==> src/rtl/wb_write_arbiter_pkg.sv <==
// Shared types and constants for the register-file write-port arbiter.
// Default widths, the late-result entry layout and the grant encoding.
package wb_write_arbiter_pkg;

  localparam int DEF_WIDTH    = 32;
  localparam int DEF_REG_BITS = 4;

  typedef struct packed {
    logic [DEF_REG_BITS-1:0] dest;
    logic [DEF_WIDTH-1:0]    value;
  } late_entry_t;

  localparam logic [1:0] GNT_NONE = 2'd0;
  localparam logic [1:0] GNT_PIPE = 2'd1;
  localparam logic [1:0] GNT_LATE = 2'd2;

endpackage

==> src/rtl/wb_late_fifo.sv <==
// Circular buffer for late write-back results. Exposes per-entry valid bits
// and destinations so the top can build pending-destination hit flags.
module wb_late_fifo
  import wb_write_arbiter_pkg::*;
#(
  parameter int DEPTH    = 4,
  parameter int WIDTH    = DEF_WIDTH,
  parameter int REG_BITS = DEF_REG_BITS
) (
  input  logic                  clk,
  input  logic                  rst,
  input  logic                  push,
  input  logic [REG_BITS-1:0]   push_dest,
  input  logic [WIDTH-1:0]      push_value,
  input  logic                  pop,
  output logic [REG_BITS-1:0]   head_dest,
  output logic [WIDTH-1:0]      head_value,
  output logic [$clog2(DEPTH):0] count,
  output logic                  full,
  output logic [DEPTH-1:0]      valid,
  output logic [REG_BITS-1:0]   dest_vec [DEPTH]
);

  localparam int PTR_W = $clog2(DEPTH);
  localparam int CNT_W = PTR_W + 1;

  logic [PTR_W-1:0] wr_ptr;
  logic [PTR_W-1:0] rd_ptr;
  logic [WIDTH-1:0] value_mem [DEPTH];
  logic             do_push;
  logic             do_pop;

  // Full comes from the registered count only, so a same-cycle pop never frees a slot.
  assign full    = (count == CNT_W'(DEPTH));
  assign do_push = push && !full;
  assign do_pop  = pop && (count != '0);

  assign head_dest  = dest_vec[rd_ptr];
  assign head_value = value_mem[rd_ptr];

  always_ff @(posedge clk or negedge rst) begin
    if (!rst) begin
      wr_ptr <= '0;
      rd_ptr <= '0;
      count  <= '0;
      valid  <= '0;
    end else begin
      if (do_pop) begin
        rd_ptr        <= rd_ptr + 1'b1;
        valid[rd_ptr] <= 1'b0;
      end
      if (do_push) begin
        wr_ptr        <= wr_ptr + 1'b1;
        valid[wr_ptr] <= 1'b1;
      end
      case ({do_push, do_pop})
        2'b10:   count <= count + 1'b1;
        2'b01:   count <= count - 1'b1;
        default: count <= count;
      endcase
    end
  end

  // NOTE: storage is not reset; the valid bits alone decide what is meaningful.
  always_ff @(posedge clk) begin
    if (do_push) begin
      dest_vec[wr_ptr]  <= push_dest;
      value_mem[wr_ptr] <= push_value;
    end
  end

endmodule

==> src/rtl/wb_write_arbiter.sv <==
// Register-file write-port arbiter: pipeline WB has priority, late results
// queue in a FIFO, and a starvation counter forces a one-cycle freeze to drain.
module wb_write_arbiter
  import wb_write_arbiter_pkg::*;
#(
  parameter int DEPTH    = 4,
  parameter int MAX_WAIT = 8,
  parameter int WIDTH    = DEF_WIDTH,
  parameter int REG_BITS = DEF_REG_BITS
) (
  input  logic                   clk,
  input  logic                   rst,
  input  logic                   pipe_wb_en,
  input  logic [REG_BITS-1:0]    pipe_dest,
  input  logic [WIDTH-1:0]       pipe_value,
  input  logic                   late_valid,
  output logic                   late_ready,
  input  logic [REG_BITS-1:0]    late_dest,
  input  logic [WIDTH-1:0]       late_value,
  output logic                   rf_wr_en,
  output logic [REG_BITS-1:0]    rf_wr_dest,
  output logic [WIDTH-1:0]       rf_wr_value,
  output logic                   freeze,
  input  logic [REG_BITS-1:0]    chk_src1,
  input  logic [REG_BITS-1:0]    chk_src2,
  input  logic [REG_BITS-1:0]    chk_dst,
  output logic                   src1_hit,
  output logic                   src2_hit,
  output logic                   dst_hit,
  output logic [$clog2(DEPTH):0] count
);

  localparam int              WAIT_W    = $clog2(MAX_WAIT) + 1;
  localparam logic [WAIT_W-1:0] WAIT_LAST = WAIT_W'(MAX_WAIT - 1);

  logic [1:0]          gnt;
  logic                pop;
  logic                full;
  logic [DEPTH-1:0]    valid;
  logic [REG_BITS-1:0] dest_vec [DEPTH];
  logic [REG_BITS-1:0] head_dest;
  logic [WIDTH-1:0]    head_value;
  logic [WAIT_W-1:0]   wait_cnt;

  wb_late_fifo #(
    .DEPTH    (DEPTH),
    .WIDTH    (WIDTH),
    .REG_BITS (REG_BITS)
  ) u_fifo (
    .clk        (clk),
    .rst        (rst),
    .push       (late_valid),
    .push_dest  (late_dest),
    .push_value (late_value),
    .pop        (pop),
    .head_dest  (head_dest),
    .head_value (head_value),
    .count      (count),
    .full       (full),
    .valid      (valid),
    .dest_vec   (dest_vec)
  );

  assign late_ready = !full;

  // NOTE: every always_comb output gets a default first so no latch is inferred.
  always_comb begin
    gnt = GNT_NONE;
    if (freeze)               gnt = GNT_LATE;
    else if (pipe_wb_en)      gnt = GNT_PIPE;
    else if (count != '0)     gnt = GNT_LATE;
  end

  assign pop         = (gnt == GNT_LATE);
  assign rf_wr_en    = rst && (gnt != GNT_NONE);
  assign rf_wr_dest  = (gnt == GNT_PIPE) ? pipe_dest  : head_dest;
  assign rf_wr_value = (gnt == GNT_PIPE) ? pipe_value : head_value;

  // A losing head that has already waited MAX_WAIT-1 cycles freezes the pipe next cycle.
  always_ff @(posedge clk or negedge rst) begin
    if (!rst) begin
      wait_cnt <= '0;
      freeze   <= 1'b0;
    end else begin
      if (pop || count == '0) wait_cnt <= '0;
      else                    wait_cnt <= wait_cnt + 1'b1;
      freeze <= (count != '0) && !pop && (wait_cnt == WAIT_LAST);
    end
  end

  // Conservative hits: an entry popping this cycle still reports as pending.
  always_comb begin
    src1_hit = 1'b0;
    src2_hit = 1'b0;
    dst_hit  = 1'b0;
    for (int i = 0; i < DEPTH; i++) begin
      if (valid[i]) begin
        if (dest_vec[i] == chk_src1) src1_hit = 1'b1;
        if (dest_vec[i] == chk_src2) src2_hit = 1'b1;
        if (dest_vec[i] == chk_dst)  dst_hit  = 1'b1;
      end
    end
  end

endmodule

==> config.mk <==
export PLATFORM = sky130hd
export DESIGN_NAME = wb_write_arbiter
export DESIGN_NICKNAME = d
export VERILOG_FILES = /design/src/rtl/wb_write_arbiter_pkg.sv /design/src/rtl/wb_late_fifo.sv /design/src/rtl/wb_write_arbiter.sv
export SDC_FILE = /design/constraint.sdc
export NUM_CORES = 1
export LEC_CHECK = 0
export BUFFER_PORTS_ARGS = -buffer_cell sky130_fd_sc_hd__buf_4
export CAP_MARGIN = 25
export CORE_MARGIN = 8
export CORE_UTILIZATION = 38
export DETAILED_ROUTE_END_ITERATION = 6
export PLACE_DENSITY = 0.6
export SKIP_CTS_REPAIR_TIMING = 1
export SYNTH_ARGS = -nofsm -noshare
export SYNTH_HDL_FRONTEND = slang
export SYNTH_SLANG_ARGS = --single-unit
export TNS_END_PERCENT = 20
==> constraint.sdc <==
create_clock -name clk -period 5.4 [get_ports clk]
set_clock_uncertainty 0.2 [all_clocks]
set_input_delay 1.08 -clock clk [delete_from_list [all_inputs] [get_ports clk]]
set_output_delay 1.08 -clock clk [all_outputs]
set_load 0.02 [all_outputs]
==> results of run 1 <==
## state kept, by name, indices dropped and copies added, names as in the netlist
signal	cells
u_fifo.dest_vec	16
u_fifo.wr_ptr	2
wait_cnt	4
u_fifo.value_mem	128
freeze	1
u_fifo.rd_ptr	2
u_fifo.valid	4
u_fifo.count	3
## report_power, final
group	switching (uW)	total [uW]	internal (uW)
Clock	492	1080	591
Combinational	685	1340	655
Sequential	185	1830	1640
Total	1360	4250	2890
## worst max-delay path: cells and delay by family, from the launching register on
family	cells	cell delay [ns]
flops	1	0.84
simple gates	2	0.16
mux	1	0.61
buf+inv	2	0.49
## routing by layer
metal	vias up	track usage
met5	-	0
met4	0	0.04713
met3	12	0.04424
met2	91	0.2418
met1	2114	0.1674
li1	1962	-
## metrics by stage
stage / hold slack (ns) / std cells / worst slack, ns / total power (uW) / instance area (sq um)
after global routing: 0.2801 / 843 / 1.415 / 4487 / 8910
after CTS: 0.2697 / 842 / 1.478 / 4326 / 8890
after detailed placement: 0.2506 / 810 / 1.706 / 3231 / 8356
final: 0.2641 / 843 / 1.596 / 4253 / 8910
after floorplan: 0.2278 / 457 / 2.214 / 2737 / 7102
after global placement: 0.2440 / 806 / 1.742 / 3168 / 8275
## cell usage after synthesis (2+ instances only)
cell type | instances | area share
edfxtp_1 | 144 | 0.61
nand2_1 | 115 | 0.061
xor2_1 | 39 | 0.048
mux4_2 | 29 | 0.092
dfrtp_1 | 16 | 0.056
xnor2_1 | 16 | 0.020
nand3_1 | 14 | 0.0099
nor3_1 | 13 | 0.0092
ha_1 | 10 | 0.018
buf_2 | 9 | 0.0063
inv_1 | 8 | 0.0042
mux4_1 | 7 | 0.026
and3_1 | 5 | 0.0044
a21o_1 | 4 | 0.0042
clkbuf_1 | 4 | 0.0021
nor2_1 | 4 | 0.0021
buf_12 | 3 | 0.0085
nand4_1 | 3 | 0.0026
and2_1 | 2 | 0.0018
buf_1 | 2 | 0.0011
buf_6 | 2 | 0.0032
## logic make-up after synthesis
logic type,synth area share
and+or+nand+nor,0.09408
muxes,0.1209
xor gates and xnor gates,0.06783
DFF,0.6653
adders and majority gates,0.02044
buffers and inverters,0.02537
AOI/OAI and AO/OA,0.006166
## path summary, 6_finish.rpt
check,cells past startpoint,end,from,slack [ns]
max in group asynchronous,1,u_fifo.rd_ptr[0],rst,4.48
worst max-delay path,5,rf_wr_value[31],u_fifo.rd_ptr[0],1.60
worst min-delay path,1,wait_cnt[0],wait_cnt[0],0.26
worst max register to register,8,u_fifo.count[2],freeze,2.48
min in group asynchronous,1,freeze,rst,0.32
worst min register to register,1,wait_cnt[0],wait_cnt[0],0.26
## final cells by class
type,instances,share of cell area
Sequential cell,160,0.5305
Timing Repair Buffer,140,0.1250
Clock inverter,15,0.01222
Tap cell,234,0.03286
Inverter,8,0.003370
Clock buffer,17,0.04775
Multi-Input combinational cell,269,0.2483
==> summary.md, run 1 <==
| Metric | Value |
|---|---|
| Status | `complete, no violations` |
| Maxcap violations | `0` |
| Commonest cells after routing, fill and taps aside | `edfxtp_1 (144), buf_4 (135), nand2_1 (115)` |
| Post-DRT Antenna Nets | `0` |
| Clock Path Buffers | `2` |
| Core ar. | `18,520 sq um` |
| Die ar. | `23,320 sq um` |
| TritonCTS clock tree | `yes` |
| Boundary Pins | `133` |
| RSZ-0062 raised after global routing | `no` |
| CTS root buf | `clkbuf_16` |
| Largest net degree at the start of global routing | `39` |
| Max VDD drop | `0.2638 mV` |
| H-tree Lvls | `4` |
| Post-synth EDFFs | `144` |
| Flops & latches, synth | `160` |
| Commonest non-fill, non-tap cell in the layout | `edfxtp_1` |
| Synthesized area | `7102 sq um` |
| Final Util | `0.4811` |
| Yosys cell types | `29` |
| Register area share after synthesis | `0.6653` |
| # DRC | `0` |
| PwrDens | `477.4 nW/um^2` |
| Async SR Flop Fraction | `0.1000` |
| Routed wl met2 | `8.180 mm` |
| Port bufs | `132` |
| Fraction of layout cells with a size suffix above 1 | `0.3399` |
| Final Max Tran Viols | `0` |
| Synthesis Warnings | `0` |
| Area growth from synthesis to layout | `25.46%` |
| Vias in the first global route | `4,507` |
| Vias/cell | `4.957` |
| Avg WL per Cell | `19.05 microns` |
| Final period utilization | `0.7045` |
| Syn Nets | `556` |
| Multi-input logic area | `2212 sq um` |
| Die X | `152.7 microns` |
| Leakage power | `0.003493 uW` |
| Avg Cell Area, Syn | `15.54 sq um` |
| Met3 wire length | `805 microns` |
| Drt total wl | `16.06 mm` |
| Initial antenna violation count | `0` |
| Setup TNS | `0 ns` |
| Fmax | `0.2629 GHz` |
| Startpoint type of the worst setup path | `flop` |
| Slowest stage cell, crit path | `dfrtp_2` |
| Layout Nets | `695` |
| Worst skew pair latency | `0.41 ns` |
| CP Max Fanout | `21` |
| WL met1 | `6.872 mm` |
| Routability Congestion | `0.7762` |
| HPWL Detailed | `10.85 mm` |
| Crit-path max cell delay | `0.84 ns` |
| CP Class | `reg2out` |
| Worst min-delay path category | `reg2reg` |
| Core Rows | `50` |
| Sequential cell area | `4727 sq um` |
| First-pass GRT wire length | `25.23 mm` |
| Height of the die | `152.7 microns` |
| Grt ovf | `0` |
| # fillers | `1,633` |
| Normalized max-slew margin | `0.4090` |
| Starting DRT DRC Count | `245` |
| Diode count | `0` |
| Crit. End Element | `output port` |
| Worst Path Arrival | `2.52 ns` |
| Via count | `4,179` |
| Final setup viols | `0` |
| Worst Path Required | `4.12 ns` |
| Initial Utilization | `0.3835` |
| Reg clk slew, reported paths | `0.07 ns` |
| Ys flop type | `edfxtp_1` |
| CP cell instances | `buf_4 -> mux4_1 -> nand2_1 -> nand2_1 -> buf_4` |
| GRT Total Usage | `0.1418` |
| Final Hold Viols | `0` |
| Worst Tran Pin Value | `0.8865 ns` |
| Period minus WS final | `3.804 ns` |
| Cts bufs inserted | `17` |
| 1st-pass router iterations | `4` |
| Clock sink count | `160` |
| Mapped Cells | `457` |
| Highest Signal Layer | `met4` |
Note: power is estimated with default switching activity, not from simulation.
==> run 2: changes to the inputs <==
Settings changed: ABC_AREA from default to 1, PLACE_DENSITY 0.6 to 0.62.
Clock period 5.4 ns to 3.09 ns, I/O delays scaled along.
==> summary.md, run 2 <==
| Metric | Value |
|---|---|
| Register area share after synthesis | `0.6432 (was 0.6653)` |
| CP cell instances | `inv_2 -> buf_4 -> o21ai_0 -> o22ai_1 -> nand2_1 -> nand2_1 -> buf_4 (was buf_4 -> mux4_1 -> nand2_1 -> nand2_1 -> buf_4)` |
| Grt ovf | `0 (unchanged)` |
| Period minus WS final | `2.813 ns` |
| Setup ws final | `0.2772 ns (was 1.596 ns)` |
| Fmax | `0.3555 GHz` |
| First-pass GRT wire length | `28.20 mm (was 25.23 mm)` |
| Final setup viols | `0 (unchanged)` |
| Core ar. | `19,210 sq um (was 18,520 sq um)` |
| RSZ-0062 raised after global routing | `no (unchanged)` |
| Starting DRT DRC Count | `337 (was 245)` |
| Top reg by flops | `u_fifo.value_mem (unchanged)` |
| GRT Total Usage | `0.1524 (was 0.1418)` |
| Maxcap violations | `0 (unchanged)` |
| Drt total wl | `18.14 mm (was 16.06 mm)` |
| Synthesis Warnings | `0 (unchanged)` |
| Routability Congestion | `0.8882 (was 0.7762)` |
| Final period utilization | `0.9103` |
| Startpoint type of the worst setup path | `flop (unchanged)` |
| Commonest non-fill, non-tap cell in the layout | `nand2_1 (was edfxtp_1)` |
| Final Hold Viols | `0 (unchanged)` |
| Height of the die | `155.0 microns (was 152.7 microns)` |
| Post-synth EDFFs | `144 (unchanged)` |
| # DRC | `0 (unchanged)` |
| Crit. End Element | `output port (unchanged)` |
| Async SR Flop Fraction | `0.1000 (unchanged)` |
| H-tree Lvls | `4 (unchanged)` |
| 1st-pass router iterations | `5 (was 4)` |
| Setup TNS | `0 ns (unchanged)` |
| PwrDens | `863.3 nW/um^2 (was 477.4 nW/um^2)` |
| HPWL Detailed | `12.36 mm (was 10.85 mm)` |
| Post-synth top area cell | `edfxtp_1 (unchanged)` |
| Largest regs | `u_fifo.value_mem x128, u_fifo.dest_vec x16 (unchanged)` |
| Vias/cell | `4.807 (was 4.957)` |
| Synthesized area | `7346 sq um (was 7102 sq um)` |
| Worst Tran Pin Value | `0.4978 ns (was 0.8865 ns)` |
| Clock sink count | `160 (unchanged)` |
| Syn Nets | `828 (was 556)` |
| Yosys cell types | `24 (was 29)` |
| Avg WL per Cell | `15.87 microns (was 19.05 microns)` |
| CP bufs+invs | `3 (was 2)` |
| Status | `complete, no violations (unchanged)` |
| Final Max Tran Viols | `0 (unchanged)` |
| Multi-input logic area | `2302 sq um (was 2212 sq um)` |
| Port bufs | `132 (unchanged)` |
| Max reg flops | `128 (unchanged)` |
| # fillers | `1,812 (was 1,633)` |
| Pre-CTS WS | `0.5173 ns (was 1.706 ns)` |
| Crit-path max cell delay | `0.44 ns (was 0.84 ns)` |
| Synth top area cells | `edfxtp_1 (59%), nand2_1 (11%), dfrtp_1 (5.5%) (was edfxtp_1 (61%), mux4_2 (9.2%), nand2_1 (6.1%))` |
| Mapped Cells | `729 (was 457)` |
| Post-DRT Antenna Nets | `0 (unchanged)` |
| CP Max Fanout | `43 (was 21)` |
| Fraction of layout cells with a size suffix above 1 | `0.2141 (was 0.3399)` |
| Ys flop type | `edfxtp_1 (unchanged)` |
| Clock Path Buffers | `2 (unchanged)` |
| Commonest cells post-synth | `nand2_1 (214), edfxtp_1 (144), nor2_1 (94) (was edfxtp_1 (144), nand2_1 (115), xor2_1 (39))` |
| Worst skew pair latency | `0.42 ns (was 0.41 ns)` |
| Reg clk slew, reported paths | `0.06 ns (was 0.07 ns)` |
| Largest net degree at the start of global routing | `44 (was 39)` |
| Leakage power | `0.003864 uW (was 0.003493 uW)` |
| Area growth from synthesis to layout | `26.69% (was 25.46%)` |
| Boundary Pins | `133 (unchanged)` |
| Avg Cell Area, Syn | `10.08 sq um (was 15.54 sq um)` |
| Diode count | `0 (unchanged)` |
| CTS root buf | `clkbuf_16 (unchanged)` |
| Family with the most delay on the worst path | `buffers and inverters (was flip-flops)` |
| Initial antenna violation count | `0 (unchanged)` |
| CP Class | `reg2out (unchanged)` |
| Worst Path Required | `2.27 ns (was 4.12 ns)` |
| Count leader, synth | `nand2_1 (was edfxtp_1)` |
| TritonCTS clock tree | `yes (unchanged)` |
| Worst min-delay path category | `in2reg (was reg2reg)` |
| Initial Utilization | `0.3825 (was 0.3835)` |
| Commonest cells after routing, fill and taps aside | `nand2_1 (213), edfxtp_1 (144), buf_4 (143) (was edfxtp_1 (144), buf_4 (135), nand2_1 (115))` |
| Sequential cell area | `4726 sq um (was 4727 sq um)` |
| Flops & latches, synth | `160 (unchanged)` |
| Layout Nets | `964 (was 695)` |
| Normalized max-slew margin | `0.6673 (was 0.4090)` |
| Slowest stage cell, crit path | `dfrtp_2 (unchanged)` |
| Cts bufs inserted | `17 (unchanged)` |
| Worst Path Arrival | `1.99 ns (was 2.52 ns)` |
| Die X | `155.0 microns (was 152.7 microns)` |
| Max VDD drop | `0.5778 mV (was 0.2638 mV)` |
| Via count | `5,494 (was 4,179)` |
| Vias in the first global route | `5,327 (was 4,507)` |
| Core Rows | `51 (was 50)` |
| Post-synth top area share | `0.5887 (was 0.6089)` |
| Die ar. | `24,040 sq um (was 23,320 sq um)` |
## run 2: changes by cell type after synthesis, moves of 29 or more
cell,change
nand2_1,+99
nor2_1,+90
mux4_2,-29
inv_1,+35
o22ai_1,+32
o21ai_0,+56
## run 2: layout make-up
type	instances	area share
multi-input cells	490	0.2474
flip-flops and latches	160	0.5078
inverters	47	0.01896
well taps	265	0.03563
clock buffers	17	0.04571
clock inverters	15	0.01734
repair buffers	149	0.1272
## run 2: kinds of logic (layout without fill, tap and decap cells)
group	after synthesis	in the layout	synth area share
and+or+nand+nor	325	325	0.1693
AOI/OAI and AO/OA	140	140	0.1032
DFF	160	160	0.6432
adders and majority gates	11	11	0.01976
buffers and inverters	79	228	0.04786
xor gates and xnor gates	14	14	0.01669
## run 2: final timing paths
check	start	end	slack, ns	cells after the start
worst max-delay path	u_fifo.rd_ptr[0]	rf_wr_value[17]	0.28	7
worst min register to register	wait_cnt[3]	freeze	0.26	1
min in group asynchronous	rst	freeze	0.40	2
max in group asynchronous	rst	u_fifo.rd_ptr[0]	2.08	2
worst min-delay path	late_value[3]	u_fifo.value_mem[0][3]	0.19	1
worst max register to register	u_fifo.count[0]	u_fifo.count[2]	0.82	10
## run 2: power by group
group | switching (uW) | total [uW] | internal (uW)
clock | 849 | 2050 | 1200
combinational | 1920 | 2960 | 1040
sequential | 171 | 3030 | 2860
total | 2940 | 8030 | 5100
## run 2: worst reg2reg max path, cell delays in order, from the launching register on
cell,delay (ns)
dfrtp_1,0.40
inv_1,0.12
nand3_1,0.10
nand2_1,0.07
buf_4,0.23
ha_1,0.18
inv_1,0.06
fa_1,0.37
a21oi_1,0.14
o21ai_0,0.11
xor2_1,0.16
## run 2: layer usage
metal,vias to the layer above,share of wire,track usage
met5,-,0,0
met4,0,0.012,0.05180
met3,16,0.064,0.04521
met2,150,0.49,0.2558
met1,2572,0.44,0.1839
li1,2756,-,-
## run 2: stage by stage
stage	total power, uW	std cells	util	cell area [sq um]	hold slack [ns]
finish	8034	1143	0.4845	9306	0.1927
floorplan	4957	729	-	7346	0.1224
detailed placement	6071	1110	0.4535	8710	0.2570
global placement	6029	1110	0.4535	8710	0.2409
CTS	8127	1142	0.4840	9296	-0.1626
global route	8522	1143	0.4845	9306	0.1738
